**config.mk**
```make
export PLATFORM = sky130hd
export DESIGN_NAME = icache_refill_arbiter
export DESIGN_NICKNAME = d
export VERILOG_FILES = /design/src/rtl/icache_refill_arbiter_pkg.sv /design/src/rtl/icache_refill_arbiter_timeout_ctr.sv /design/src/rtl/icache_refill_arbiter.sv
export SDC_FILE = /design/constraint.sdc
export NUM_CORES = 1
export LEC_CHECK = 0
export CAP_MARGIN = 40
export CORE_AREA = 4 4 150 152
export CTS_BUF_LIST = sky130_fd_sc_hd__clkbuf_4
export DETAILED_ROUTE_END_ITERATION = 7
export DIE_AREA = 0 0 154 156
export GPL_ROUTABILITY_DRIVEN = 1
export PLACE_DENSITY = 0.75
export SYNTH_ARGS = -nofsm -noshare
export SYNTH_HDL_FRONTEND = slang
export SYNTH_SLANG_ARGS = --single-unit
```
**constraint.sdc**
```tcl
create_clock -name clk -period 4.25 [get_ports clk]
set_input_delay 1.0625 -clock clk [delete_from_list [all_inputs] [get_ports clk]]
set_output_delay 1.0625 -clock clk [all_outputs]
set_load 0.005 [all_outputs]
```
**src/rtl/icache_refill_arbiter_pkg.sv**
```systemverilog
// Shared types and constants for the I/D line-refill arbiter.
package refill_arb_pkg;

   localparam int unsigned LINE_OFFSET_BITS = 4;
   localparam int unsigned DEF_ADDR_W       = 32;
   localparam int unsigned DEF_LINE_W       = 128;

   typedef enum logic [1:0] {
      IDLE,
      WAIT,
      FILL
   } arb_state_t;

   typedef enum logic {
      OWN_I,
      OWN_D
   } owner_t;

endpackage

```
**src/rtl/icache_refill_arbiter_timeout_ctr.sv**
```systemverilog
// Counts WAIT cycles without a memory answer; expired fires on the cycle whose
// increment would reach TIMEOUT, so the abort lands on that same edge.
module refill_timeout_ctr #(
   parameter int unsigned TIMEOUT = 255
) (
   input  logic clk,
   input  logic rst,
   input  logic clear,
   input  logic count_en,
   output logic expired
);

   localparam int unsigned CW = $clog2(TIMEOUT + 1);

   logic [CW-1:0] cnt;

   assign expired = count_en && (cnt == CW'(TIMEOUT - 1));

   always_ff @(posedge clk or negedge rst) begin
      if (!rst) begin
         cnt <= '0;
      end else if (clear || expired) begin
         cnt <= '0;
      end else if (count_en) begin
         cnt <= cnt + CW'(1);
      end
   end

endmodule

```
**src/rtl/icache_refill_arbiter.sv**
```systemverilog
// Shares one line-wide memory read port between I- and D-cache refills.
// Define ICACHE_REFILL_RR_EN for round-robin tie-breaking (default: D over I).
module icache_refill_arbiter
   import refill_arb_pkg::*;
#(
   parameter int unsigned ADDR_W  = DEF_ADDR_W,
   parameter int unsigned LINE_W  = DEF_LINE_W,
   parameter int unsigned TIMEOUT = 255
) (
   input  logic              clk,
   input  logic              rst,
   input  logic              i_miss,
   input  logic [ADDR_W-1:0] i_addr,
   input  logic              d_miss,
   input  logic [ADDR_W-1:0] d_addr,
   output logic              mem_req,
   output logic [ADDR_W-1:0] mem_addr,
   input  logic              mem_ready,
   input  logic [LINE_W-1:0] mem_rdata,
   output logic [LINE_W-1:0] fill_data,
   output logic [ADDR_W-1:0] fill_addr,
   output logic              i_fill,
   output logic              d_fill,
   output logic              stall_fetch,
   output logic              stall_mem,
   output logic              busy,
   output logic              err
);

   localparam logic [ADDR_W-1:0] LINE_MASK = ~ADDR_W'(2 ** LINE_OFFSET_BITS - 1);

   arb_state_t        state, nxt_state;
   owner_t            owner, nxt_owner, grant;
   logic              nxt_req, nxt_ifill, nxt_dfill, nxt_err;
   logic [ADDR_W-1:0] nxt_addr, nxt_faddr, grant_addr;
   logic [LINE_W-1:0] nxt_fdata;
   logic              expired;

`ifdef ICACHE_REFILL_RR_EN
   owner_t            last_grant, nxt_last_grant;

   always_comb begin
      if (i_miss && d_miss) begin
         grant = (last_grant == OWN_D) ? OWN_I : OWN_D;
      end else begin
         grant = d_miss ? OWN_D : OWN_I;
      end
   end
`else
   always_comb begin
      grant = d_miss ? OWN_D : OWN_I;
   end
`endif

   assign grant_addr = (grant == OWN_D) ? d_addr : i_addr;

   refill_timeout_ctr #(
      .TIMEOUT(TIMEOUT)
   ) u_timeout (
      .clk     (clk),
      .rst     (rst),
      .clear   (state != WAIT),
      .count_en((state == WAIT) && !mem_ready),
      .expired (expired)
   );

   always_comb begin
      nxt_state = state;
      nxt_owner = owner;
      nxt_req   = mem_req;
      nxt_addr  = mem_addr;
      nxt_fdata = fill_data;
      nxt_faddr = fill_addr;
      nxt_ifill = 1'b0;
      nxt_dfill = 1'b0;
      nxt_err   = err;
`ifdef ICACHE_REFILL_RR_EN
      nxt_last_grant = last_grant;
`endif
      case (state)
         IDLE: begin
            if (i_miss || d_miss) begin
               nxt_owner = grant;
               nxt_addr  = grant_addr & LINE_MASK;
               nxt_req   = 1'b1;
               nxt_state = WAIT;
`ifdef ICACHE_REFILL_RR_EN
               nxt_last_grant = grant;
`endif
            end
         end
         WAIT: begin
            // A late answer on the final timeout cycle still wins over the abort.
            if (mem_ready) begin
               nxt_fdata = mem_rdata;
               nxt_faddr = mem_addr;
               nxt_req   = 1'b0;
               nxt_ifill = (owner == OWN_I);
               nxt_dfill = (owner == OWN_D);
               nxt_state = FILL;
            end else if (expired) begin
               nxt_req   = 1'b0;
               nxt_err   = 1'b1;
               nxt_state = IDLE;
            end
         end
         FILL: begin
            nxt_state = IDLE;
         end
         default: begin
            nxt_state = IDLE;
         end
      endcase
   end

   always_ff @(posedge clk or negedge rst) begin
      if (!rst) begin
         state     <= IDLE;
         owner     <= OWN_D;
         mem_req   <= 1'b0;
         mem_addr  <= '0;
         fill_data <= '0;
         fill_addr <= '0;
         i_fill    <= 1'b0;
         d_fill    <= 1'b0;
         err       <= 1'b0;
      end else begin
         state     <= nxt_state;
         owner     <= nxt_owner;
         mem_req   <= nxt_req;
         mem_addr  <= nxt_addr;
         fill_data <= nxt_fdata;
         fill_addr <= nxt_faddr;
         i_fill    <= nxt_ifill;
         d_fill    <= nxt_dfill;
         err       <= nxt_err;
      end
   end

`ifdef ICACHE_REFILL_RR_EN
   always_ff @(posedge clk or negedge rst) begin
      if (!rst) begin
         last_grant <= OWN_D;
      end else begin
         last_grant <= nxt_last_grant;
      end
   end
`endif

   assign busy        = (state != IDLE);
   assign stall_fetch = i_miss | (busy & (owner == OWN_I));
   assign stall_mem   = d_miss | (busy & (owner == OWN_D));

endmodule

```
==> results.env <==
PLACE.GP.CONGESTION=0.801
SYNTH_CELL_TYPE_COUNT=33
ROUTE.VIAS.TOTAL=6982
SYNTHADDERAREAFRAC_PCT=0.319
CTSROOTBUFFERMASTER='sky130_fd_sc_hd__clkbuf_4'
SLEW_HEADROOM_PCT=50.3
HIGHEST_COUNT_CELLS_IN_THE_LAYOUT_IGNORING_FILL_AND_TAPS='sky130_fd_sc_hd__nand2_1, sky130_fd_sc_hd__clkdlybuf4s50_1, sky130_fd_sc_hd__dfrtp_1'
YS_ASYNC_SR_FRACTION_PCT=100
ROUTEDWLPERCELL_UM=16.0
DP_WORST_SETUP_SLACK_PS=931
SYNTH_ENABLE_FLOP_CELLS=0
SYNTH_CELLS=862
YS_WARN_COUNT=0
FINALWIRELENGTH_UM=24300
CLOCK_TREE_FROM_TRITONCTS='yes'
CTS_MAX_LEVEL=4
HP-CLASS='reg2reg'
TIMING.SETUP.TNS_PS=0
SYNTH_MUX_AREA_SHARE_PCT=3.57
POST_SYNTH_INSTANCE_AREA_UM2=7860
TIMING.FINAL.CRIT_PERIOD_PS=3310
RRSETUPSLACK_PS=1900
DIE_X_UM=154
CRITPATHARRIVALTIME_PS=2250
FIN_WORST_SKEW_PS=18.7
SYNTH_TOP_FAMILY_BY_AREA='simple AND/OR/NAND/NOR gates'
KIND_OF_LAUNCH_POINT_OF_THE_WORST_SETUP_PATH='input port'
COMPLEX_GATE_FRACTION_OF_THE_SYNTHESIZED_AREA_PCT=3.73
GR-USAGE-ALL-LAYERS_PCT=19.8
END_KIND='primary output'
SYN-MEAN-INSTANCE-AREA_UM2=9.11
GRT_PASS1_WL_UM=37700
CLOCK_PATH_BUFFERS=2
POST_LAYOUT_NET_COUNT=1422
CP_NUM_BUF_INV=2
STATUS='finished clean'
CORE_AREA_UM2=21000
YS.FLOP_TYPE='sky130_fd_sc_hd__dfrtp_1'
GRT_PASS1_VIAS=7041
CP_CELL_SEQUENCE='clkdlybuf4s50_1, o21bai_1, clkdlybuf4s50_1'
CTS_BUFFERS=17
POSTROUTEANTENNANETS=0
MAX_STAGE_DELAY_PS=570
SLEW_AT_THE_PIN_WITH_THE_WORST_MAX_SLEW_SLACK_PS=745
GLOBALROUTE.TOTALOVERFLOW=0
NUMCLOCKSINKS=199
CLOCK.FMAX_MHz=302
CRITICAL_PATH_CELL_COUNT=3
DRTITER0DRC=379
POST_SYNTH_AND_OR_NAND_NOR_AREA_FRACTION_PCT=25.5
FINAL.PERIOD_UTILIZATION_PCT=77.8
SYNTH-SEQ-CELLS=199
TIMING.FINAL.WS_SETUP_PS=942
DIE_HEIGHT_UM=156
CLK_PIN_SLEW_WORST_PATHS_PS=150
LAYOUT.CELLS.MOST_COMMON='sky130_fd_sc_hd__nand2_1'
DIE_AREA_UM2=24000
MAXCAPVIOLCOUNT=0
INITIAL_CORE_UTIL_PCT=37.4
WORST_PATH_MOST_REPEATED_CELL='sky130_fd_sc_hd__clkdlybuf4s50_1'
CP_MAX_FO=3
WORSTSETUPSTARTPOINT='i_miss'
IO_BUFFERS=379
R2R_CELLS=6
SYNTH-SEQ-AREA-SHARE_PCT=63.4
POST_CTS.REPAIR.SETUP_BUFFERS=0
WORSTSKEWPAIRLATENCY_PS=570
TIMING.FINAL.HOLD_VIOLATIONS=0
VIASPERCELL=4.61
TIMING.CRITICAL_PATH.MAX_DELAY_FAMILY='buffers and inverters'
DETAIL_ROUTE.DRC_VIOLATIONS=0
POWER.DENSITY_CELL_AREA_nW_PER_UM2=641
GRT_START_MAX_NET_PINS=87
WORSTREG2REGSTART='state[1]$_DFFE_PN0P_'
WORSTSETUPENDPOINT='stall_fetch'
PLACEMENTROWS=53
CTS_RESIZED=0
CRITICAL-PATH-SLOWEST-CELL='sky130_fd_sc_hd__clkdlybuf4s50_1'
REG2REG_TO='fill_data[120]$_DFFE_PN0P_'
CRIT_TYPE='in2out'
POST-DP-HPWL_UM=18000
IR_WORST_VDD_mV=0.287
REQ_TIME_CRIT_PATH_PS=3190
CTS_HOLD_BUF=0
POWER_LEAKAGE_nW=5.85
SYNTHXORXNORAREAFRAC_PCT=0
LAYOUT-DRIVE-GT1-SHARE_PCT=3.96
DR.PASS1.ITERS=5
NUMBER_OF_ANTENNA_VIOLATIONS_AT_THE_FIRST_CHECK_IN_GLOBAL_ROUTING=2
TOP_LEVEL_PORT_COUNT=396
SLEW_VIOLATIONS=0
REPORT.FINAL.SETUP_VIOL=0
AREA_GROWTH_SYN_TO_LAYOUT_PCT=54.7
GRT_SETUP_UNREPAIRED='no'
final cells by class:
type	count	area [µm²]
fillers	1862	8870
flip-flops and latches	199	4980
repair buffers	389	3910
multi-input cells	612	2650
well taps	275	344
clock buffers	18	135
clock inverters	14	121
inverters	4	17.5
diodes	2	5.00
tightest hold or removal path, delay by kind of cell, from the launching register on:
| family | cells | cell delay (ps) |
|---|---|---|
| and+or+nand+nor | 2 | 100 |
| DFF | 1 | 370 |
metal layers:
layer  up-vias  track usage [%]  wire length (µm)
met4         0             7.32               722
li1       3385                -                 -
met1      3242             23.8              9450
met3        48             6.85              2270
met5         -                0                 0
met2       307             33.2             11800
cell usage after synthesis (2+ instances only):
master	number	area share, %
sky130_fd_sc_hd__a21oi_1	32	2.0
sky130_fd_sc_hd__a31oi_1	6	0.48
sky130_fd_sc_hd__and3_1	3	0.24
sky130_fd_sc_hd__buf_1	3	0.14
sky130_fd_sc_hd__buf_2	19	1.2
sky130_fd_sc_hd__buf_4	8	0.76
sky130_fd_sc_hd__clkbuf_1	24	1.1
sky130_fd_sc_hd__dfrtp_1	198	63
sky130_fd_sc_hd__ha_1	2	0.32
sky130_fd_sc_hd__inv_1	3	0.14
sky130_fd_sc_hd__mux2i_1	28	3.6
sky130_fd_sc_hd__nand2_1	478	23
sky130_fd_sc_hd__nand3_1	3	0.19
sky130_fd_sc_hd__nor2_1	33	1.6
sky130_fd_sc_hd__o21ai_0	3	0.19
sky130_fd_sc_hd__o21bai_1	2	0.19
sequential cells by signal, summed over array words and instances, names as in the netlist:
register and flops:
i_fill 1, fill_addr 28, fill_data 128, mem_req 1
err 1, d_fill 1, u_timeout.cnt 8, owner 1
mem_addr 28, state 2
where the power goes:
part	internal (W)	total (W)	switching [W]	leakage, nW
Sequential	0.00276	0.00326	0.000503	2.44
Combinational	0.00204	0.00360	0.00155	3.27
Clock	0.000255	0.000938	0.000682	0.141
Total	0.00505	0.00779	0.00274	5.85
kinds of logic after synthesis:
family                   count (synthesis)
flip-flops                             199
AO/OA/AOI/OAI                           50
other                                    1
adder cells (fa/ha/maj)                  2
multiplexers                            28
buffers and inverters                   58
AND/OR/NAND/NOR                        524
worst min path at each step:
stage                            startpoint                            to  slack, ps  cells after the start
4_1_cts                                 rst    fill_data[102]$_DFFE_PN0P_        500                      1
3_5_place_dp      fill_data[24]$_DFFE_PN0P_     fill_data[24]$_DFFE_PN0P_        460                      2
6_report          fill_addr[30]$_DFFE_PN0P_     fill_addr[30]$_DFFE_PN0P_        490                      2
3_3_place_gp      fill_data[69]$_DFFE_PN0P_     fill_data[69]$_DFFE_PN0P_        460                      2
2_1_floorplan  u_timeout.cnt[4]$_DFFE_PN0P_  u_timeout.cnt[4]$_DFFE_PN0P_        460                      1
5_1_grt                                 rst    fill_data[102]$_DFFE_PN0P_        500                      1
through the flow:
step	utilization, %	total power [W]	hold WS, ps	cell area (µm²)	instances
after floorplan	-	0.00452	458	7880	869
after global placement	56.6	0.00686	456	11900	1479
after detailed placement	56.6	0.00697	461	11900	1479
after CTS	57.8	0.00793	496	12100	1511
after global routing	57.8	0.00842	501	12200	1513
final	57.8	0.00779	491	12200	1513
Power figures use the tool's default switching activity.
